**src/rtl/reg_file_pkg.sv**
```systemverilog
// Shared types and default sizing for the 2-read/1-write register bank.
package reg_file_pkg;

    localparam int RF_DATA_W = 32;
    localparam int RF_ADDR_W = 4;

    typedef enum logic {
        CLEAR = 1'b0,
        READY = 1'b1
    } rf_state_t;

endpackage

```
**src/rtl/reg_file_clear_fsm.sv**
```systemverilog
// Post-reset clear sequencer: walks every entry once and zeroes it, then
// releases the bank.
module reg_file_clear_fsm
    import reg_file_pkg::*;
#(
    parameter int ADDR_W = RF_ADDR_W
) (
    input  logic              clk,
    input  logic              rst_n,
    output logic              clr_we,
    output logic [ADDR_W-1:0] clr_addr,
    output logic              init_busy
);

    rf_state_t         state;
    logic [ADDR_W-1:0] clr_cnt;

    // The clear write is gated by rst_n so the array is untouched while reset is held.
    assign clr_we   = rst_n && (state == CLEAR);
    assign clr_addr = clr_cnt;

    always_ff @(posedge clk) begin
        if (!rst_n) begin
            state     <= CLEAR;
            clr_cnt   <= '0;
            init_busy <= 1'b1;
        end else begin
            case (state)
                CLEAR: begin
                    clr_cnt <= clr_cnt + 1'b1;
                    if (clr_cnt == {ADDR_W{1'b1}}) begin
                        state     <= READY;
                        init_busy <= 1'b0;
                    end
                end
                default: begin
                    state     <= READY;
                    init_busy <= 1'b0;
                end
            endcase
        end
    end

endmodule

```
**src/rtl/reg_file_bank.sv**
```systemverilog
// 2-read/1-write register bank with registered reads and a post-reset clear.
// Optional write-first forwarding on same-edge read/write: REG_FILE_BYPASS_EN.
module reg_file_bank
    import reg_file_pkg::*;
#(
    parameter int DATA_W = RF_DATA_W,
    parameter int ADDR_W = RF_ADDR_W
) (
    input  logic              clk,
    input  logic              rst_n,
    input  logic              rd_en,
    input  logic [ADDR_W-1:0] rd_addr1,
    input  logic [ADDR_W-1:0] rd_addr2,
    input  logic              wr_en,
    input  logic [ADDR_W-1:0] wr_addr,
    input  logic [DATA_W-1:0] wr_data,
    output logic [DATA_W-1:0] rd_data1,
    output logic [DATA_W-1:0] rd_data2,
    output logic              rd_valid,
    output logic              init_busy
);

    localparam int DEPTH = 2 ** ADDR_W;

    logic [DEPTH-1:0][DATA_W-1:0] mem;

    logic              clr_we;
    logic [ADDR_W-1:0] clr_addr;

    logic              user_we;
    logic              rd_accept;
    logic              mem_we;
    logic [ADDR_W-1:0] mem_waddr;
    logic [DATA_W-1:0] mem_wdata;
    logic [DATA_W-1:0] rd_next1;
    logic [DATA_W-1:0] rd_next2;

    reg_file_clear_fsm #(
        .ADDR_W (ADDR_W)
    ) u_clear_fsm (
        .clk       (clk),
        .rst_n     (rst_n),
        .clr_we    (clr_we),
        .clr_addr  (clr_addr),
        .init_busy (init_busy)
    );

    assign user_we   = rst_n && !init_busy && wr_en;
    assign rd_accept = rst_n && !init_busy && rd_en;

    // Clear sequencer owns the write port while busy; user writes are masked then.
    always_comb begin
        mem_we    = 1'b0;
        mem_waddr = wr_addr;
        mem_wdata = wr_data;
        if (clr_we) begin
            mem_we    = 1'b1;
            mem_waddr = clr_addr;
            mem_wdata = '0;
        end else if (user_we) begin
            mem_we = 1'b1;
        end
    end

    always_ff @(posedge clk) begin
        if (mem_we)
            mem[mem_waddr] <= mem_wdata;
    end

`ifdef REG_FILE_BYPASS_EN
    // Write-first: a read hitting this edge's write address sees the new data.
    always_comb begin
        rd_next1 = mem[rd_addr1];
        rd_next2 = mem[rd_addr2];
        if (user_we && (wr_addr == rd_addr1))
            rd_next1 = wr_data;
        if (user_we && (wr_addr == rd_addr2))
            rd_next2 = wr_data;
    end
`else
    // Read-first: same-edge reads return pre-write contents.
    always_comb begin
        rd_next1 = mem[rd_addr1];
        rd_next2 = mem[rd_addr2];
    end
`endif

    always_ff @(posedge clk) begin
        if (!rst_n) begin
            rd_data1 <= '0;
            rd_data2 <= '0;
            rd_valid <= 1'b0;
        end else begin
            rd_valid <= rd_accept;
            if (rd_accept) begin
                rd_data1 <= rd_next1;
                rd_data2 <= rd_next2;
            end
        end
    end

endmodule

```
**config.mk**
```make
export PLATFORM = sky130hd
export DESIGN_NAME = reg_file_bank
export DESIGN_NICKNAME = d
export VERILOG_FILES = /design/src/rtl/reg_file_pkg.sv /design/src/rtl/reg_file_clear_fsm.sv /design/src/rtl/reg_file_bank.sv
export SDC_FILE = /design/constraint.sdc
export NUM_CORES = 1
export LEC_CHECK = 0
export BUFFER_PORTS_ARGS = -buffer_cell sky130_fd_sc_hd__buf_4
export CORE_UTILIZATION = 55
export CTS_CLUSTER_SIZE = 24
export DETAILED_ROUTE_END_ITERATION = 8
export GPL_ROUTABILITY_DRIVEN = 1
export HOLD_SLACK_MARGIN = 0.02
export MAX_ROUTING_LAYER = met4
export PLACE_DENSITY = 0.72
export SYNTH_ARGS = -nofsm -noshare
export SYNTH_HDL_FRONTEND = slang
export SYNTH_HIERARCHICAL = 1
export SYNTH_SLANG_ARGS = --single-unit
export TNS_END_PERCENT = 5
```
**constraint.sdc**
```tcl
create_clock -name clk -period 5.2 [get_ports clk]
set_clock_uncertainty 0.15 [all_clocks]
set_input_delay 1.04 -clock clk [delete_from_list [all_inputs] [get_ports clk]]
set_output_delay 1.04 -clock clk [all_outputs]
set_load 0.01 [all_outputs]
```
Yosys cells after proc, flatten, opt, wreduce, memory -nomap -nowiden
Index checks and enable logic that the tools add are counted.

operators by class
  add/subtract/negate cells = 1
  magnitude comparators = 4
  eq/ne operators = 1
  mux-type cells = 15
  bitwise gates (word level) = 1
  reduce and logical (&&, ||, !) cells = 7

operators by type and width
  kind                   number
  $bwmux W512            1
  $bmux W32 S4           2
  $demux W32 S4          1
  $mux W32               4
  $lt A4 B5 Y1 const B   3
  $mux W1                6
  $logic_and A1 B1 Y1    5
  $add A4 B1 Y4 const B  1
  $eq A4 B4 Y1 const B   1
  $ge A4 B1 Y1 const B   1
  $mux W4                1
  $reduce_bool A2 Y1     1
  $logic_not A1 Y1       1
  $not A1 Y1             1

storage, ports and cells
  flip-flop bits (word level) = 583
  bits of input ports = 48
  output and inout port bits = 66

Longest topological paths before layout
Gate-level depths: netlist of the first run.

  depth in word-level cells = 8
  mapped depth = 8
  gate-level depth less buffers = 5

Hierarchy
Netlist of the first run, hierarchy kept.

modules (own cells, without submodules)
  module              times used  cells an instance  area each (um^2)  seq. area each (um^2)
  reg_file_bank       1           1362               25704.7           16676.0
  reg_file_clear_fsm  1           23                 267.8             120.1

Worst setup path after synthesis of the first run
OpenSTA, ideal clock, no wires.

  kind = input to register
  start point = in rst_n
  end point = reg mem[288] (netlist name) (enable)
  data arrival time = 3383 ps
  data required time = 4629 ps
  path slack = 1246 ps
  stages = 7
  path through = and2b_1 clkbuf_1 buf_1 nand2_1 o21ai_0 nand2_1 nor2_1

on the way
  word-level cells in the longest chain between the ends = 4
  elaborated cells on any way between the ends = 5
  those cells by class = mux (2); reduce/logical (3)

RTL lines
  element                            line                 source
  from (decl)                        reg_file_bank.sv:10  input logic rst_n,
  $logic_and A1 B1 Y1 (2 in series)  reg_file_bank.sv:48  assign user_we = rst_n && !init_busy && wr_en;
  $mux W1                            reg_file_bank.sv:60  end else if (user_we) begin
  $mux W1 (*)                        reg_file_bank.sv:56  if (clr_we) begin
  to (signal, indexed assignment)    reg_file_bank.sv:67  mem[mem_waddr] <= mem_wdata;
  to (decl)                          reg_file_bank.sv:25  logic [DEPTH-1:0][DATA_W-1:0] mem;

Mark *: on every way between the ends. The rest lies on a longest branch, timed or not.
A chain may end at the register's enable or synchronous reset.

Worst setup path after layout of the first run
  start point = in rst_n
  end point = reg mem[316] (netlist name) (enable)

on the way
  elaborated cells on any way between the ends = 5
  those cells by class = mux (2); reduce/logical (3)

RTL lines
  element              line                      source
  $logic_and A1 B1 Y1  reg_file_clear_fsm.sv:19  assign clr_we = rst_n && (state == CLEAR);
  named net clr_we     reg_file_bank.sv:27       logic clr_we;
  $mux W1              reg_file_bank.sv:56

The timed path passes the listed nets, and every way through them passes these cells.

==> results of run 1 <==
[synth_stat cells (all sizes together) (4+ instances only)]
cell type  number  area (sq um)
edfxtp        512         15400
mux4          212          4770
mux2i         179          1790
dfxtp          71          1420
o211ai         62           465
buf            57           414
clkbuf         48           180
a22oi          43           323
nand2          40           150
nor2b          38           238
o21ai          34           170
o2bb2a         23           230
nor2           21          78.8
a32oi           6          52.6
and2            6          37.5
nand2b          4          25.0
[layout make-up]
type / instances / area share
multi-input combinational: 694 / 0.297
clock inverter: 40 / 0.0125
inverter: 3 / 0.000383
tap: 607 / 0.0258
timing repair buffer: 151 / 0.0420
sequential: 583 / 0.571
clock buffer: 69 / 0.0521
[sequential cells by signal, summed over array words and instances (netlist names)]
signal	flops
u_clear_fsm/init_busy	1
u_clear_fsm/clr_addr	4
mem	512
rd_data2	32
u_clear_fsm/state	1
rd_data1	32
rd_valid	1
[worst max-delay path: stages]
cell and delay [ns]:
buf_4 0.15, and2b_2 0.38, nand2b_1 0.22, o21ai_0 0.21, nand2_1 0.28, nor2_4 0.91, buf_4 0.32
[cell families (layout without fill, tap and decap cells)]
logic type               after synthesis  after routing
AO/OA/AOI/OAI                        180            180
AND/OR/NAND/NOR                      117            117
XOR/XNOR                               3              3
buffers and inverters                108            263
adder cells (fa/ha/maj)                1              1
flip-flops                           583            583
multiplexers                         393            393
[metal layers]
layer,GRT usage,vias to the layer above
li1,-,6032
met2,0.444,824
met1,0.385,7553
met3,0.0638,125
met5,-,-
met4,0.0845,0
[final timing paths]
kind	end	depth (start not counted)
hold / removal	rd_data1[24]	2
hold reg to reg	rd_data1[24]	2
setup / recovery	mem[316]	7
setup reg to reg	mem[316]	6
[power groups by stage]
stage	Clock [mW]	Combinational [mW]	Sequential (mW)
after global placement	0	0.684	5.28
after CTS	4.22	0.694	5.19
after detailed placement	0	0.691	5.29
after global routing	4.41	0.732	5.19
final	4.19	0.690	5.19
after floorplan	0	0.486	5.27
[through the flow]
step | power [mW] | cells
after floorplan | 5.76 | 1385
after global placement | 5.97 | 2038
after detailed placement | 5.98 | 2038
after CTS | 10.1 | 2147
after global routing | 10.3 | 2147
final | 10.1 | 2147
==> metrics.md, run 1 <==
| Metric | Value |
|---|---|
| CP Launch Type | `input pin` |
| Asr flop ratio synth | `0` |
| Final WS setup | `1.83 ns` |
| Critical Path Start | `rst_n` |
| Final period utilization | `0.648` |
| Setup TNS | `0 ns` |
| Clock group share of total power | `0.416` |
| Vias in the first global route | `14800` |
| Worst-Margin Slew | `1.30 ns` |
| Post-CTS Setup Bufs | `0` |
| Synth Area per Inst | `18.8 sq um` |
| Power share of the sequential group | `0.516` |
| Post-synthesis sequential area ratio | `0.647` |
| Multi-input gate area | `8730 sq um` |
| Hold Vio Cnt, Final | `0` |
| CTS tree | `yes` |
| Commonest cells after routing, fill and taps aside | `edfxtp_1, mux4_2, mux2i_1` |
| Placed inst area | `27500 sq um` |
| Ant diodes | `0` |
| Slew Limit Headroom | `0.130` |
| Flop and latch count out of synthesis | `583` |
| # fillers | `3154` |
| Layout area overhead | `13.3%` |
| Wire length per cell | `30.3 microns` |
| Post-CTS resize count | `0` |
| RSZ-0062 raised after global routing | `no` |
| # hold bufs at CTS | `0` |
| Drc violations | `0` |
| RePlAce Congestion | `0.838` |
| Final Cell Area | `29400 sq um` |
| Cells after Synth | `1385` |
| Most common cell after layout, fill and taps aside | `edfxtp_1` |
| Post-Place Worst Slack | `1.23 ns` |
| Total grt overflow | `0` |
| Root buf cell | `clkbuf_16` |
| Die ar. | `48100 sq um` |
| CP Capture Type | `flop` |
| Sw frac | `0.219` |
| Die X | `219 microns` |
| Setup Crit Path Kind | `input pin to flop` |
| DR iter-0 viols | `1587` |
| Final Setup Violations | `0` |
| Final Util | `0.632` |
| I/O Buffers | `113` |
| Router iterations before antenna repair | `5` |
| Crit path time final | `3.37 ns` |
| Worst VDD drop | `0.293 mV` |
| Longest Clk Path Bufs | `3` |
| Max-cap violations | `0` |
| Adder-cell share of the synthesized area | `0.000482` |
| Via count | `14500` |
| R2R Setup Slk | `1.89 ns` |
| Compound-Gate Fraction of Synth Area | `0.0515` |
| Post-route ant nets | `0` |
| Largest net degree at the start of global routing | `69` |
| FF/Latch Area | `16800 sq um` |
| Clock sinks | `583` |
| Status | `finished, final reports clean` |
| Die H | `219 microns` |
| Ys flop type | `edfxtp_1` |
| Drt total wl | `65000 microns` |
| Main combinational cell family by area after synthesis | `multiplexers` |
| GRT Total Usage | `0.287` |
| Metal-1 WL | `25300 microns` |
| Psw | `2.20 mW` |
| WP data required | `5.37 ns` |
| Yosys warnings | `6` |
| Clk slew on worst S/H paths | `0.06 ns` |
| Initial Util | `0.558` |
| # rows | `79` |
| R2r startpoint | `u_clear_fsm/state` |
| Crit Path Max Fanout | `25` |
| H-tree depth | `2` |
| I/O pin cnt | `114` |
| Maximum clock rate | `297 MHz` |
| Hpwl dp | `38000 microns` |
| Later-pin clock latency in the skew report | `0.62 ns` |
| Cell Area, Synth | `26000 sq um` |
| Hold_sp | `rd_data1[24]` |
| P_leak | `9.97 nW` |
| Layout net count | `1540` |
| Logic pwr share | `0.069` |
| First-pass GRT wire length | `96100 microns` |
| Post-Syn Nets | `1434` |
| Pwr dens | `342 nW/um^2` |
| EDFF count, synth | `512` |
| Worst hold-check slack | `0.326 ns` |
| Number of library cell types mapped by synthesis | `41` |
| DR vias/cell | `6.77` |
| Post-Synth Simple-Gate Area | `0.0233` |
| Met2 WL | `31700 microns` |
| XOR/XNOR Fraction of Synth Area | `0.00101` |
| Mux cell area share after synthesis | `0.254` |
| Max Slew Vio Count | `0` |
| Power Internal | `7.86 mW` |
| DR WL met3 | `6330 microns` |
| CORE AREA | `46600 sq um` |
| Num CTS Buffers | `58` |
| Top sig layer | `met4` |
| Arr. time, crit path | `3.54 ns` |
| Hold Path Class | `flop to flop` |
| Initial antenna violation count | `0` |
| Share of post-route cells with drive strength above 1 | `0.313` |
(Power assumes the default switching activity.)
==> run 2: changes to the inputs <==
PLACE_DENSITY = 0.75   (was 0.72)
clock period = 2.7 ns   (was 5.2 ns; I/O delays follow)
==> metrics.md, run 2 (synthesis results as in run 1) <==
| Metric | Value |
|---|---|
| Total chip power | `19.7 mW (+96%)` |
| Clock sinks | `583 (unchanged)` |
| Initial Util | `0.558 (unchanged)` |
| Maximum clock rate | `404 MHz` |
| Largest Register | `mem` |
| Die H | `219 microns (unchanged)` |
| Max-cap violations | `0 (unchanged)` |
| Crit path time final | `2.48 ns` |
| R2r endpoint | `mem[443]` |
| Drc violations | `0 (unchanged)` |
| GRT Total Usage | `0.298 (+0.0108)` |
| Post-CTS Setup Bufs | `0 (unchanged)` |
| Final period utilization | `0.917` |
| Worst setup endpoint | `mem[443]` |
| Layout net count | `1598 (+3.8%)` |
| Num CTS Buffers | `56 (-3.4%)` |
| Clk slew on worst S/H paths | `0.06 ns (about the same)` |
| Final Setup Violations | `0 (unchanged)` |
| Largest registers | `mem x512, rd_data1 x32, rd_data2 x32` |
| Hold Path Class | `input pin to flop` |
| Slowest cell on crit path | `dfxtp_1` |
| Commonest cells after routing, fill and taps aside | `edfxtp_1, mux4_2, mux2i_1` |
| Worst VDD drop | `0.601 mV (+110%)` |
| Worst-Margin Slew | `1.29 ns (-0.0119 ns)` |
| Layout area overhead | `17.4%` |
| CP Capture Type | `flop` |
| Later-pin clock latency in the skew report | `0.62 ns (about the same)` |
| Critical Path Start | `u_clear_fsm/state` |
| R2R depth | `6 (unchanged)` |
| R2R Setup Slk | `0.22 ns (-1.67 ns)` |
| Hpwl dp | `42100 microns (+11%)` |
| # rows | `79 (unchanged)` |
| Root buf cell | `clkbuf_16` |
| RSZ-0062 raised after global routing | `no` |
| Router iterations before antenna repair | `5 (unchanged)` |
| DR iter-0 viols | `1635 (+3.0%)` |
| Initial antenna violation count | `1 (+1)` |
| Final Util | `0.655 (+0.0224)` |
| Longest Clk Path Bufs | `3 (unchanged)` |
| RePlAce Congestion | `0.868 (+3.5%)` |
| Pwr dens | `647 nW/um^2 (+89%)` |
| Max FFs per register | `512 (unchanged)` |
| First-pass GRT wire length | `98900 microns (+2.9%)` |
| Placed inst area | `28500 sq um (+3.5%)` |
| Drt total wl | `67300 microns (+3.6%)` |
| Status | `finished, final reports clean` |
| WP data required | `2.82 ns (-2.55 ns)` |
| Max stage delay on crit path | `0.37 ns (-0.54 ns)` |
| CTS tree | `yes` |
| CP Cell Sequence | `and2b_2 > buf_4 > mux2i_1 > nand2_1 > nor2_4 > buf_12` |
| I/O Buffers | `113 (unchanged)` |
| Most common cell after layout, fill and taps aside | `edfxtp_1` |
| DR vias/cell | `6.76 (-0.16%)` |
| Share of post-route cells with drive strength above 1 | `0.339 (+0.0264)` |
| CORE AREA | `46600 sq um (unchanged)` |
| R2r startpoint | `u_clear_fsm/state` |
| Largest net degree at the start of global routing | `65 (-5.8%)` |
| H-tree depth | `2 (unchanged)` |
| P_leak | `10.5 nW (+5.0%)` |
| I/O pin cnt | `114 (unchanged)` |
| Hold Vio Cnt, Final | `0 (unchanged)` |
| Final Cell Area | `30500 sq um (+3.5%)` |
| CP Launch Type | `flop` |
| Placed Instances | `2098 (+2.9%)` |
| Crit Path Max Fanout | `32 (+28%)` |
| Setup Crit Path Kind | `flop to flop` |
| Arr. time, crit path | `2.59 ns (-0.95 ns)` |
| Wire length per cell | `30.5 microns (+0.83%)` |
| Vias in the first global route | `15300 (+3.2%)` |
| Post-route insts no fill | `2205 (+2.7%)` |
| Max Slew Vio Count | `0 (unchanged)` |
| # hold bufs at CTS | `0 (unchanged)` |
| Die X | `219 microns (unchanged)` |
| Total grt overflow | `0 (unchanged)` |
| Post-CTS resize count | `0 (unchanged)` |
| Slew Limit Headroom | `0.138 (+0.00794)` |
| Hold_sp | `rst_n` |
| Via count | `14900 (+2.5%)` |
| Post-route ant nets | `0 (unchanged)` |
| Die ar. | `48100 sq um (unchanged)` |
-- run 2: cell count changes in the layout (fill, tap and decap cells not counted), sizes merged --
cell	previous run	this run
buf	151	211
clkbuf	69	75
clkinv	27	23
clkinvlp	4	0
inv	6	4
bufinv	6	7
diode	0	1
-- run 2: worst min-delay path by stage --
| stage | endpoint | cells after the start | slack (ns) |
|---|---|---|---|
| 3_5_place_dp | rd_data1[10] | 2 | 0.31 |
| 3_3_place_gp | rd_data1[10] | 2 | 0.31 |
| 4_1_cts | u_clear_fsm/init_busy | 3 | 0.15 |
| 2_1_floorplan | rd_data1[25] | 2 | 0.35 |
| 6_report | u_clear_fsm/init_busy | 3 | 0.18 |
| 5_1_grt | u_clear_fsm/clr_addr[0] | 3 | 0.18 |
-- run 2: routing by layer --
metal	track usage	wire length [microns]	vias up
li1	-	-	6153
met1	0.386	24900	7712
met2	0.452	32400	854
met3	0.0802	7400	183
met4	0.116	2570	0
met5	-	0	-
-- run 2: power by group --
group,internal (mW),total [mW],leakage [nW],switching (mW)
clock network,4.90,8.26,0.984,3.36
registers,9.93,9.99,5.27,0.0598
logic,0.672,1.47,4.21,0.802
total,15.5,19.7,10.5,4.22
-- run 2: layout make-up --
| class | instances | area, sq um |
|---|---|---|
| multi-input combinational | 694 | 8720 |
| tap | 607 | 759 |
| clock inverter | 31 | 353 |
| antenna | 1 | 2.50 |
| sequential | 583 | 16800 |
| fill | 3050 | 16100 |
| clock buffer | 75 | 1630 |
| inverter | 3 | 11.3 |
| timing repair buffer | 211 | 2210 |
-- run 2: metrics by stage --
stage	setup TNS, ns	hold WS, ns	setup slack [ns]
after floorplan	-120.91	0.351	-0.279
after global placement	0	0.307	0.0425
after detailed placement	0	0.315	0.0436
after CTS	0	0.147	0.221
after global routing	0	0.180	0.0825
final	0	0.180	0.225
-- run 2: worst max-delay path: cells and delay by family, from the launching register on --
| family | cells | cell delay, ns |
|---|---|---|
| flops | 1 | 0.37 |
| simple gates | 3 | 0.81 |
| buf+inv | 2 | 0.56 |
| mux | 1 | 0.25 |
==> run 3: changes to the inputs <==
CORE_ASPECT_RATIO = 0.8   (was not set)
SLEW_MARGIN = 20   (was not set)
==> metrics.md, run 3 (synthesis results as in run 1) <==
| Metric | Value |
|---|---|
| Clock sinks | `583 (unchanged)` |
| Largest registers | `mem x512, rd_data1 x32, rd_data2 x32` |
| Die ar. | `48100 sq um (about the same)` |
| Slowest cell on crit path | `a32oi_1` |
| Router iterations before antenna repair | `7 (+2)` |
| Max stage delay on crit path | `0.86 ns (+0.49 ns)` |
| Ant diodes | `0 (-1)` |
| Status | `finished, final reports clean` |
| I/O Buffers | `113 (unchanged)` |
| Worst-Margin Slew | `1.12 ns (-0.172 ns)` |
| CTS tree | `yes` |
| DR iter-0 viols | `1746 (+6.8%)` |
| CP Capture Type | `flop` |
| Later-pin clock latency in the skew report | `0.62 ns (about the same)` |
| First-pass GRT wire length | `98200 microns (-0.72%)` |
| GRT Total Usage | `0.290 (-0.00850)` |
| H-tree depth | `2 (unchanged)` |
| RePlAce Congestion | `0.836 (-3.7%)` |
| Commonest cells after routing, fill and taps aside | `edfxtp_1, mux4_2, mux2i_1` |
| Total grt overflow | `0 (unchanged)` |
| Num CTS Buffers | `55 (-1.8%)` |
| Final Setup Violations | `0 (unchanged)` |
| Most common cell after layout, fill and taps aside | `edfxtp_1` |
| Max-cap violations | `0 (unchanged)` |
| Crit path time final | `2.56 ns (+0.0883 ns)` |
| GR peak layer | `met1` |
| Share of post-route cells with drive strength above 1 | `0.335 (-0.00417)` |
| CP top delay family | `compound AO/OA/AOI/OAI gates` |
| GRT met2 Usage | `0.418 (-0.0337)` |
| R2R Setup Slk | `0.14 ns (-0.09 ns)` |
| Largest Register | `mem` |
| Met1 GRT Util | `0.429 (+0.0433)` |
| Maximum clock rate | `390 MHz (-3.4%)` |
| Layout area overhead | `16.2%` |
| Worst setup endpoint | `mem[264]` |
| Arr. time, crit path | `2.75 ns (+0.16 ns)` |
| # hold bufs at CTS | `0 (unchanged)` |
| P_leak | `10.3 nW (-1.5%)` |
| Die H | `196 microns (-10%)` |
| RSZ-0062 raised after global routing | `no` |
| Via count | `15000 (+0.77%)` |
| Die X | `245 microns (+12%)` |
| Hold Vio Cnt, Final | `0 (unchanged)` |
| # rows | `70 (-11%)` |
| Drt total wl | `65800 microns (-2.1%)` |
| # fillers | `3026 (-0.79%)` |
| CP Launch Type | `flop` |
| Drc violations | `0 (unchanged)` |
| Initial Util | `0.563 (+0.00482)` |
| R2r startpoint | `u_clear_fsm/state` |
| CP bufs+invs | `2 (unchanged)` |
| Final period utilization | `0.950 (+0.0327)` |
| Largest net degree at the start of global routing | `65 (unchanged)` |
| Met3 usage | `0.0472 (-0.0330)` |
| Max Slew Vio Count | `0 (unchanged)` |
| Setup Crit Path Kind | `flop to flop` |
| Post-route ant nets | `0 (unchanged)` |
| Hpwl dp | `41100 microns (-2.3%)` |
| Root buf cell | `clkbuf_16` |
| R2r endpoint | `mem[264]` |
| Total chip power | `18.8 mW (-4.6%)` |
| Crit Path Max Fanout | `23 (-28%)` |
| Final Util | `0.654 (-0.000682)` |
| Worst path depth | `5 (-1)` |
| R2R depth | `5 (-1)` |
| I/O pin cnt | `114 (unchanged)` |
| Setup TNS | `0 ns (unchanged)` |
| Critical Path Start | `u_clear_fsm/state` |
| Wire length per cell | `29.8 microns (-2.3%)` |
| Clk slew on worst S/H paths | `0.06 ns (about the same)` |
| Slew Limit Headroom | `0.253 (+0.115)` |
| DR vias/cell | `6.80 (+0.63%)` |
| Max FFs per register | `512 (unchanged)` |
| Initial antenna violation count | `0 (-1)` |
| CP Cell Sequence | `and2b_2 > buf_12 > a32oi_1 > nor2_4 > buf_4` |
| Longest Clk Path Bufs | `3 (unchanged)` |
| CORE AREA | `46200 sq um (-0.86%)` |
| Worst VDD drop | `0.477 mV (-21%)` |
| Post-CTS Setup Bufs | `0 (unchanged)` |
| Layout net count | `1600 (+0.13%)` |
| Hold Path Class | `input pin to flop` |
| Post-CTS resize count | `0 (unchanged)` |
| Pwr dens | `623 nW/um^2 (-3.7%)` |
| Vias in the first global route | `15400 (+0.73%)` |
| WP data required | `2.89 ns (+0.07 ns)` |
-- run 3: cell types whose count changed in the layout (fill, tap and decap cells not counted), sizes merged --
cell      before  now
clkbuf        75   82
clkinv        23   17
bufinv         7    2
buf          211  214
clkinvlp       0    1
diode          1    0
inv            4    3
-- run 3: power by group --
| part | internal [mW] | switching, mW |
|---|---|---|
| Clock | 4.15 | 3.24 |
| Combinational | 0.652 | 0.790 |
| Sequential | 9.93 | 0.0584 |
-- run 3: per-stage QoR --
stage / hold slack, ns / cells / setup WS (ns) / area, sq um
global placement: 0.310 / 2106 / 0.0787 / 28500
CTS: 0.152 / 2208 / 0.185 / 30200
detailed placement: 0.319 / 2106 / 0.0291 / 28500
global route: 0.196 / 2208 / 0.0475 / 30200
finish: 0.187 / 2208 / 0.136 / 30200
floorplan: 0.351 / 1385 / -0.279 / 26000
-- run 3: tightest hold or removal path, delay by kind of cell --
| family | cells | cell delay [ns] |
|---|---|---|
| buffers and inverters | 2 | 0.24 |
| and+or+nand+nor | 1 | 0.13 |
-- run 3: worst min path at each step --
| stage | from | end | slack, ns | cells past startpoint |
|---|---|---|---|---|
| floorplan | rd_data1[25] | rd_data1[25] | 0.35 | 2 |
| global placement | rd_data1[20] | rd_data1[20] | 0.31 | 2 |
| detailed placement | rd_data1[7] | rd_data1[7] | 0.32 | 2 |
| CTS | rst_n | u_clear_fsm/clr_addr[3] | 0.15 | 3 |
| global route | rst_n | u_clear_fsm/clr_addr[3] | 0.20 | 3 |
| finish | rst_n | u_clear_fsm/clr_addr[3] | 0.19 | 3 |
-- run 3: cell type report --
class                           instances  area, sq um  area share
Clock buffer                           82         1550      0.0513
Clock inverter                         20          168     0.00555
Inverter                                3         11.3    0.000373
Multi-Input combinational cell        694         8740       0.290
Sequential cell                       583        16800       0.556
Tap cell                              612          766      0.0254
Timing Repair Buffer                  214         2160      0.0715
-- run 3: routing by layer --
layer / up-vias / share of wire
met5: - / 0
met4: 0 / 0.023
met3: 116 / 0.099
met2: 897 / 0.46
met1: 7837 / 0.42
li1: 6167 / -
